## config.mk

```make
export PLATFORM = sky130hd
export DESIGN_NAME = dmem_ctrl
export DESIGN_NICKNAME = d
export VERILOG_FILES = /design/src/rtl/dmem_ctrl.sv
export SDC_FILE = /design/constraint.sdc
export NUM_CORES = 2
export LEC_CHECK = 0
export ABC_AREA = 0
export ABC_CLOCK_PERIOD_IN_PS = 10100
export CAP_MARGIN = 5
export CORE_MARGIN = 3
export CORE_UTILIZATION = 65
export DETAILED_ROUTE_END_ITERATION = 10
export PLACE_DENSITY = 0.78
export SYNTH_ARGS = -nofsm -noshare
export SYNTH_HDL_FRONTEND = slang
export SYNTH_SLANG_ARGS = --single-unit
```

## constraint.sdc

```tcl
create_clock -name clk -period 10.1 [get_ports clk]
set_clock_uncertainty 0.15 [all_clocks]
set_input_delay 3.03 -clock clk [delete_from_list [all_inputs] [get_ports clk]]
set_output_delay 3.03 -clock clk [all_outputs]
set_load 0.05 [all_outputs]
```

## src/rtl/dmem_ctrl.sv

```systemverilog
// Data memory controller: fills memory with its own indices after reset, then serves
// pipelined LOAD/STORE/LOADI requests with a fixed load response latency.
module dmem_ctrl #(
   parameter int unsigned DATA_W = 8,
   parameter int unsigned ADDR_W = 8,
   parameter int unsigned RD_LAT = 1
) (
   input  logic              clk,
   input  logic              rst_n,
   input  logic              req_valid,
   output logic              req_ready,
   input  logic [3:0]        op,
   input  logic [ADDR_W-1:0] addr,
   input  logic [DATA_W-1:0] wdata,
   output logic              rd_valid,
   output logic [DATA_W-1:0] rdata,
   output logic              init_done
);

   localparam int unsigned DEPTH = 2**ADDR_W;
   localparam logic [3:0] OpLoad  = 4'b1101;
   localparam logic [3:0] OpStore = 4'b1110;
   localparam logic [3:0] OpLoadi = 4'b1111;

   typedef enum logic {StInit, StRun} state_e;

   state_e            state_q;
   logic [ADDR_W-1:0] init_cnt_q;
   logic [DATA_W-1:0] mem [DEPTH];
   logic [RD_LAT-1:0] pipe_v_q;
   logic [DATA_W-1:0] pipe_d_q [RD_LAT];

   logic              accept;
   logic              resp_v;
   logic [DATA_W-1:0] resp_d;

   assign accept    = req_valid && (state_q == StRun);
   assign resp_v    = accept && ((op == OpLoad) || (op == OpLoadi));
   assign req_ready = (state_q == StRun);
   assign init_done = (state_q == StRun);
   assign rd_valid  = pipe_v_q[RD_LAT-1];
   assign rdata     = pipe_d_q[RD_LAT-1];

   // Load reads the array before the same-edge store lands (non-blocking write below).
   always_comb begin
      resp_d = DATA_W'(addr);
      if (op == OpLoad) begin
         resp_d = mem[addr];
      end
   end

   always_ff @(posedge clk or negedge rst_n) begin
      if (!rst_n) begin
         state_q    <= StInit;
         init_cnt_q <= '0;
      end else begin
         case (state_q)
            StInit: begin
               if (&init_cnt_q) begin
                  state_q <= StRun;
               end else begin
                  init_cnt_q <= init_cnt_q + 1'b1;
               end
            end
            StRun:   state_q <= StRun;
            default: state_q <= StInit;
         endcase
      end
   end

   always_ff @(posedge clk) begin
      if (state_q == StInit) begin
         mem[init_cnt_q] <= DATA_W'(init_cnt_q);
      end else if (accept && (op == OpStore)) begin
         mem[addr] <= wdata;
      end
   end

   // Each stage keeps its data when idle so the last stage doubles as the held rdata.
   always_ff @(posedge clk or negedge rst_n) begin
      if (!rst_n) begin
         pipe_v_q <= '0;
         for (int i = 0; i < RD_LAT; i++) begin
            pipe_d_q[i] <= '0;
         end
      end else begin
         pipe_v_q[0] <= resp_v;
         if (resp_v) begin
            pipe_d_q[0] <= resp_d;
         end
         for (int i = 1; i < RD_LAT; i++) begin
            pipe_v_q[i] <= pipe_v_q[i-1];
            if (pipe_v_q[i-1]) begin
               pipe_d_q[i] <= pipe_d_q[i-1];
            end
         end
      end
   end

endmodule

```

== Word level (Yosys, flattened, before mapping) ==
Memory sizes are Yosys's and may differ from the RTL's.
Index checks and enable logic that the tools add are counted.
Cells by class
  add/sub/neg operators: 1
  multipliers: 0
  div/mod/pow operators: 0
  order comparisons: 0
  equality and inequality tests: 3
  shifts and indexed selects: 0
  mux-type cells: 10
  bitwise logic cells: 2
  reduce and logical (&&, ||, !) cells: 7
Operators by type and width (count)
  two-way mux 8 bit: 3
  equality test 4 bit, second input constant: 3
  adder 8 x 1 -> 8 bit, second input constant: 1
  AND reduction 8 bit: 1
  OR reduction 8 bit: 1
  two-way mux 1 bit: 6
  logical AND 1 bit: 3
  inverter 1 bit: 2
  one-hot mux 1 bit (2 select lines): 1
  AND reduction 2 bit: 1
  logical OR 1 bit: 1
Word-level totals
  flip-flop bits (word level): 18
  bits in latches: 0
  bits in writable memories: 2048
  bits in read-only memories: 0
  input bits: 23
  output and inout bits: 11
  word-level logic and storage cells: 28
  memories kept: 1
Memories
  mem: depth 256, bits a word 8, read ports 1, clocked after Yosys merged registers in 0, wr ports 1, RTL line 29  | logic [DATA_W-1:0] mem [DEPTH];

== Depth between registers and ports, before layout ==
  depth after elaboration: 7
  mapped depth: 13
  gate-level depth less buffers: 7

== Worst setup path after synthesis ==
No wires, ideal clock.
  kind: input -> register
  start point: input port op[1]
  end point: memory mem[0][0], data pin
  setup time: 0.825 ns
  data arrival time: 7.155 ns
  data required time: 9.125 ns
  setup slack: 1.971 ns
  cell stages on the path: 7
  path buffers: 4
  cells stage by stage: clkbuf_1 > and3b_1 > clkbuf_1 > clkbuf_1 > buf_2 > nand2_1 > nand2_1
On the way
  cells in the longest elaborated chain, start to end: 7
Ends and longest elaborated chain
  start: declaration: RTL line 12  | input logic [3:0] op,
  equality test 4 bit: RTL line 74  | end else if (accept && (op == OpStore)) begin
  logical AND 1 bit: RTL line 74
  two-way mux 1 bit: RTL line 74
  two-way mux 1 bit: RTL line 72  | if (state_q == StInit) begin
  two-way mux 1 bit (implied by the code): RTL line 75  | mem[addr] <= wdata;
  OR reduction 8 bit (no source line)
  two-way mux 8 bit (no source line)
  end: declaration: RTL line 29
Every way passes these cells.

== Worst setup path in the final report ==
  start point: input port op[1]
  end point: memory mem[217][7] (enable)
On the way
  cells in the longest elaborated chain, start to end: 7
  elaborated cells between the ends (all ways): 8
  classes of those cells: 1 x eq/ne; 5 x mux; 2 x reduce/logical
Ends and longest elaborated chain (RTL line)
  equality test 4 bit (*): 74
  logical AND 1 bit (*): 74
  two-way mux 1 bit (*): 74
  two-way mux 1 bit (*): 72
  two-way mux 1 bit (implied by the code) (*): 75
  OR reduction 8 bit (no source line)
  two-way mux 8 bit (no source line) / two-way mux 1 bit (equally long branches)
Every way passes the cells marked *; elsewhere a longest branch is shown, timed or not.

==> summary.md <==
| Metric | Value |
|---|---|
| Die area | `129000 sq um` |
| Critical path arrival | `7.25 ns` |
| Starting DRT DRC Count | `7340` |
| CP Capture Type | `register` |
| Initial antenna violation count | `11` |
| Port bufs | `33` |
| CP Data Required Time | `10.39 ns` |
| Crit-path cells | `clkdlybuf4s50_1 > and3b_1 > buf_4 > o21ai_0 > nand2_1 > nor2_1` |
| EDFF count, synth | `2048` |
| First-pass GRT wire length | `311000 um` |
| Maximum operating frequency | `144 MHz` |
| Routed wire per std cell | `37.0 um` |
| DR DRC count | `0` |
| Clock input transition at the sequential cells of the worst setup and hold paths | `0.06 ns` |
| # IOs | `34` |
| Gpl congestion | `0.920` |
| Skew-Pair Late Insertion Delay | `0.82 ns` |
| Slew Viols, Final | `1` |
| DRT Pass-1 Iters | `8` |
| Crit path max-delay cell type | `o21ai_0` |
| Most frequent cells in the layout | `edfxtp_1 (2048), mux4_2 (442), nor2_1 (291), mux2i_1 (197), clkbuf_16 (196)` |
| R2R depth | `6` |
| Crit path kind | `in2reg` |
| Crit path time final | `6.96 ns` |
| Failing checks | `capacitance limit, slew limit` |
| Hold Vio Cnt, Final | `0` |
| Htree depth | `4` |
| Reg power frac | `54.9%` |
| Clock tree buffer depth | `3` |
| RSZ-0062 raised after global routing | `no` |
| Pleak | `25.2 nW` |
| CTS resizes | `0` |
| Power per Cell Area | `190 nW/um^2` |
| Syn_area_per_cell | `20.5 sq um` |
| Multi-input gate area | `17600 sq um` |
| Startpoint Class | `input port` |
| Commonest non-fill, non-tap cell in the layout | `edfxtp_1` |
| Total wire length | `215000 um` |
| Post-CTS setup buffers | `0` |
| Psw | `3.47 mW` |
| Initial Util | `66.0%` |
| Tightest Pin Transition | `1.49 ns` |
| CORE AREA | `123000 sq um` |
| Final cell utilization of the core | `72.5%` |
| Synthesized Nets | `3977` |
| Via count of the routed design | `42800` |
| Sw Share | `20.5%` |
| Clk pwr share | `42.3%` |
| CP delay by family, top | `simple AND/OR/NAND/NOR gates` |
| Max-Cap Viols | `1` |
| Distinct cells, synth | `67` |
| Setup TNS | `0 ns` |
| Area growth from synthesis to layout | `9.77%` |
| Yosys warns | `0` |
| Vias in the first global route | `42300` |
| Final setup viols | `0` |
| Die width | `359 um` |
| Die height | `359 um` |
| Critical path buffer and inverter count | `2` |
| Crit path max fanout | `32` |
| Hold_buf cts | `0` |
| Fin nets | `4055` |
| Seq cells post-synth | `2066` |
| Cell Rows | `128` |
| Root Driver | `clkbuf_16` |
| GRT Util Overall | `33.9%` |
| Fill count | `6650` |
| Maximum VDD drop | `0.191 mV` |
| Post-Synthesis Cells | `3953` |
| Inserted Clock Buffers | `194` |
| Fin crit share | `68.9%` |
| CTS tree | `done` |
| Clk sinks | `2066` |
| Layout cells sized above 1 | `20.7%` |
| Vias per cell | `7.35` |
| Worst Hold Class | `reg2reg` |
| Status | `finished, violations left` |
| Detailed placer's ending HPWL | `125000 um` |
| Grt ovf | `0` |
| Synthesized cell area | `81100 sq um` |
| Largest net degree at the start of global routing | `185` |
| Critical path's largest stage delay | `1.19 ns` |
| Reg area | `61900 sq um` |
| Hold path depth | `1` |
| Fraction of registers with async set or reset after synthesis | `0.871%` |
| Top FF cell, synth | `edfxtp_1` |
| Pint | `13.4 mW` |
| Register area share after synthesis | `76.4%` |
| CP Depth | `6` |
| Rel. slew slack | `-0.287%` |
| Combinational cell fraction of total power | `2.8%` |
| Remaining antenna violation count after routing | `0` |
[worst paths after layout]
path | from | endpoint | slack (ns)
min in group asynchronous | rst_n | rdata[6] | 2.46
worst max register to register | init_done | mem[217][7] | 5.28
worst min-delay path | rdata[5] | rdata[5] | 0.54
worst min register to register | rdata[5] | rdata[5] | 0.54
worst max-delay path | op[1] | mem[217][7] | 3.14
max in group asynchronous | rst_n | rd_valid | 7.07
[metal layers]
layer	up-vias	wire length, um	global-route usage, %
li1	16500	-	-
met1	22000	73800	47.5
met2	3699	97000	49.1
met3	643	32900	11.3
met4	6	11800	16.3
met5	-	40	0
[metrics by stage]
stage               hold WS [ns]  cell area, sq um  power (mW)  setup WS [ns]  std cells
floorplan                  0.379             81100        9.77           1.97       3953
global placement           0.474             82800        9.91           2.08       5459
detailed placement         0.491             82800        9.91           2.65       5460
CTS                        0.507             89000        16.9           3.40       5814
global route               0.548             89000        17.3           3.30       5814
finish                     0.538             89000        16.9           3.14       5821
[power groups by stage]
stage                     Sequential [mW]  Clock, mW  Combinational, mW
after global routing                 9.27       7.50              0.479
after CTS                            9.27       7.18              0.457
final                                9.27       7.16              0.473
after detailed placement             9.46          0              0.453
after floorplan                      9.46          0              0.311
after global placement               9.46          0              0.451
[cells in the mapped netlist, drive strengths merged (5+ instances only)]
| master | count | area, sq um |
|---|---|---|
| edfxtp | 2048 | 61500 |
| mux4 | 451 | 10200 |
| nor2 | 293 | 1100 |
| mux2i | 197 | 1970 |
| nand2 | 167 | 627 |
| buf | 149 | 1230 |
| a22oi | 92 | 691 |
| clkbuf | 91 | 342 |
| a21oi | 75 | 375 |
| o21ai | 31 | 155 |
| a31oi | 28 | 175 |
| a221oi | 26 | 259 |
| nand3 | 26 | 130 |
| nand2b | 25 | 156 |
| nor3 | 23 | 115 |
| or2 | 20 | 125 |
| dfrtp | 18 | 450 |
| o22ai | 17 | 106 |
| nor2b | 13 | 81.3 |
| a211oi | 12 | 90.1 |
| a22o | 12 | 105 |
| a221o | 9 | 90.1 |
| inv | 9 | 33.8 |
| nand4 | 9 | 56.3 |
| nor4 | 9 | 56.3 |
| and2 | 7 | 43.8 |
| o221ai | 7 | 61.3 |
| o311ai | 6 | 52.6 |
| mux2 | 5 | 56.3 |
| nand3b | 5 | 37.5 |
| nand4b | 5 | 43.8 |
| nor3b | 5 | 37.5 |
| o211ai | 5 | 37.5 |
| or3 | 5 | 31.3 |
| xnor2 | 5 | 43.8 |
[layout make-up]
type                    instances  area share, %
diodes                          7         0.0197
clock buffers                 244           5.76
clock inverters               110           1.16
inverters                       9         0.0408
multi-input cells            1638           19.8
flip-flops and latches       2066           69.6
well taps                    1625           2.28
repair buffers                122           1.32
[flip-flops by register name, summed over array words and instances, names as in the netlist]
signal	cells
rd_valid	1
rdata	8
mem	2048
init_cnt_q	8
init_done	1
[logic make-up (layout without fill, tap and decap cells)]
group                      after synthesis  count (layout)  share of synthesized area, %
and+or+nand+nor                        623             623                          3.36
AOI/OAI and AO/OA                      354             354                          3.10
adders and majority gates                1               1                        0.0154
buffers and inverters                  249             485                          1.98
muxes                                  653             653                          15.1
other                                    0               7                             0
DFF                                   2066            2066                          76.4
xor gates and xnor gates                 7               7                        0.0756
Power figures use the tool's default switching activity.
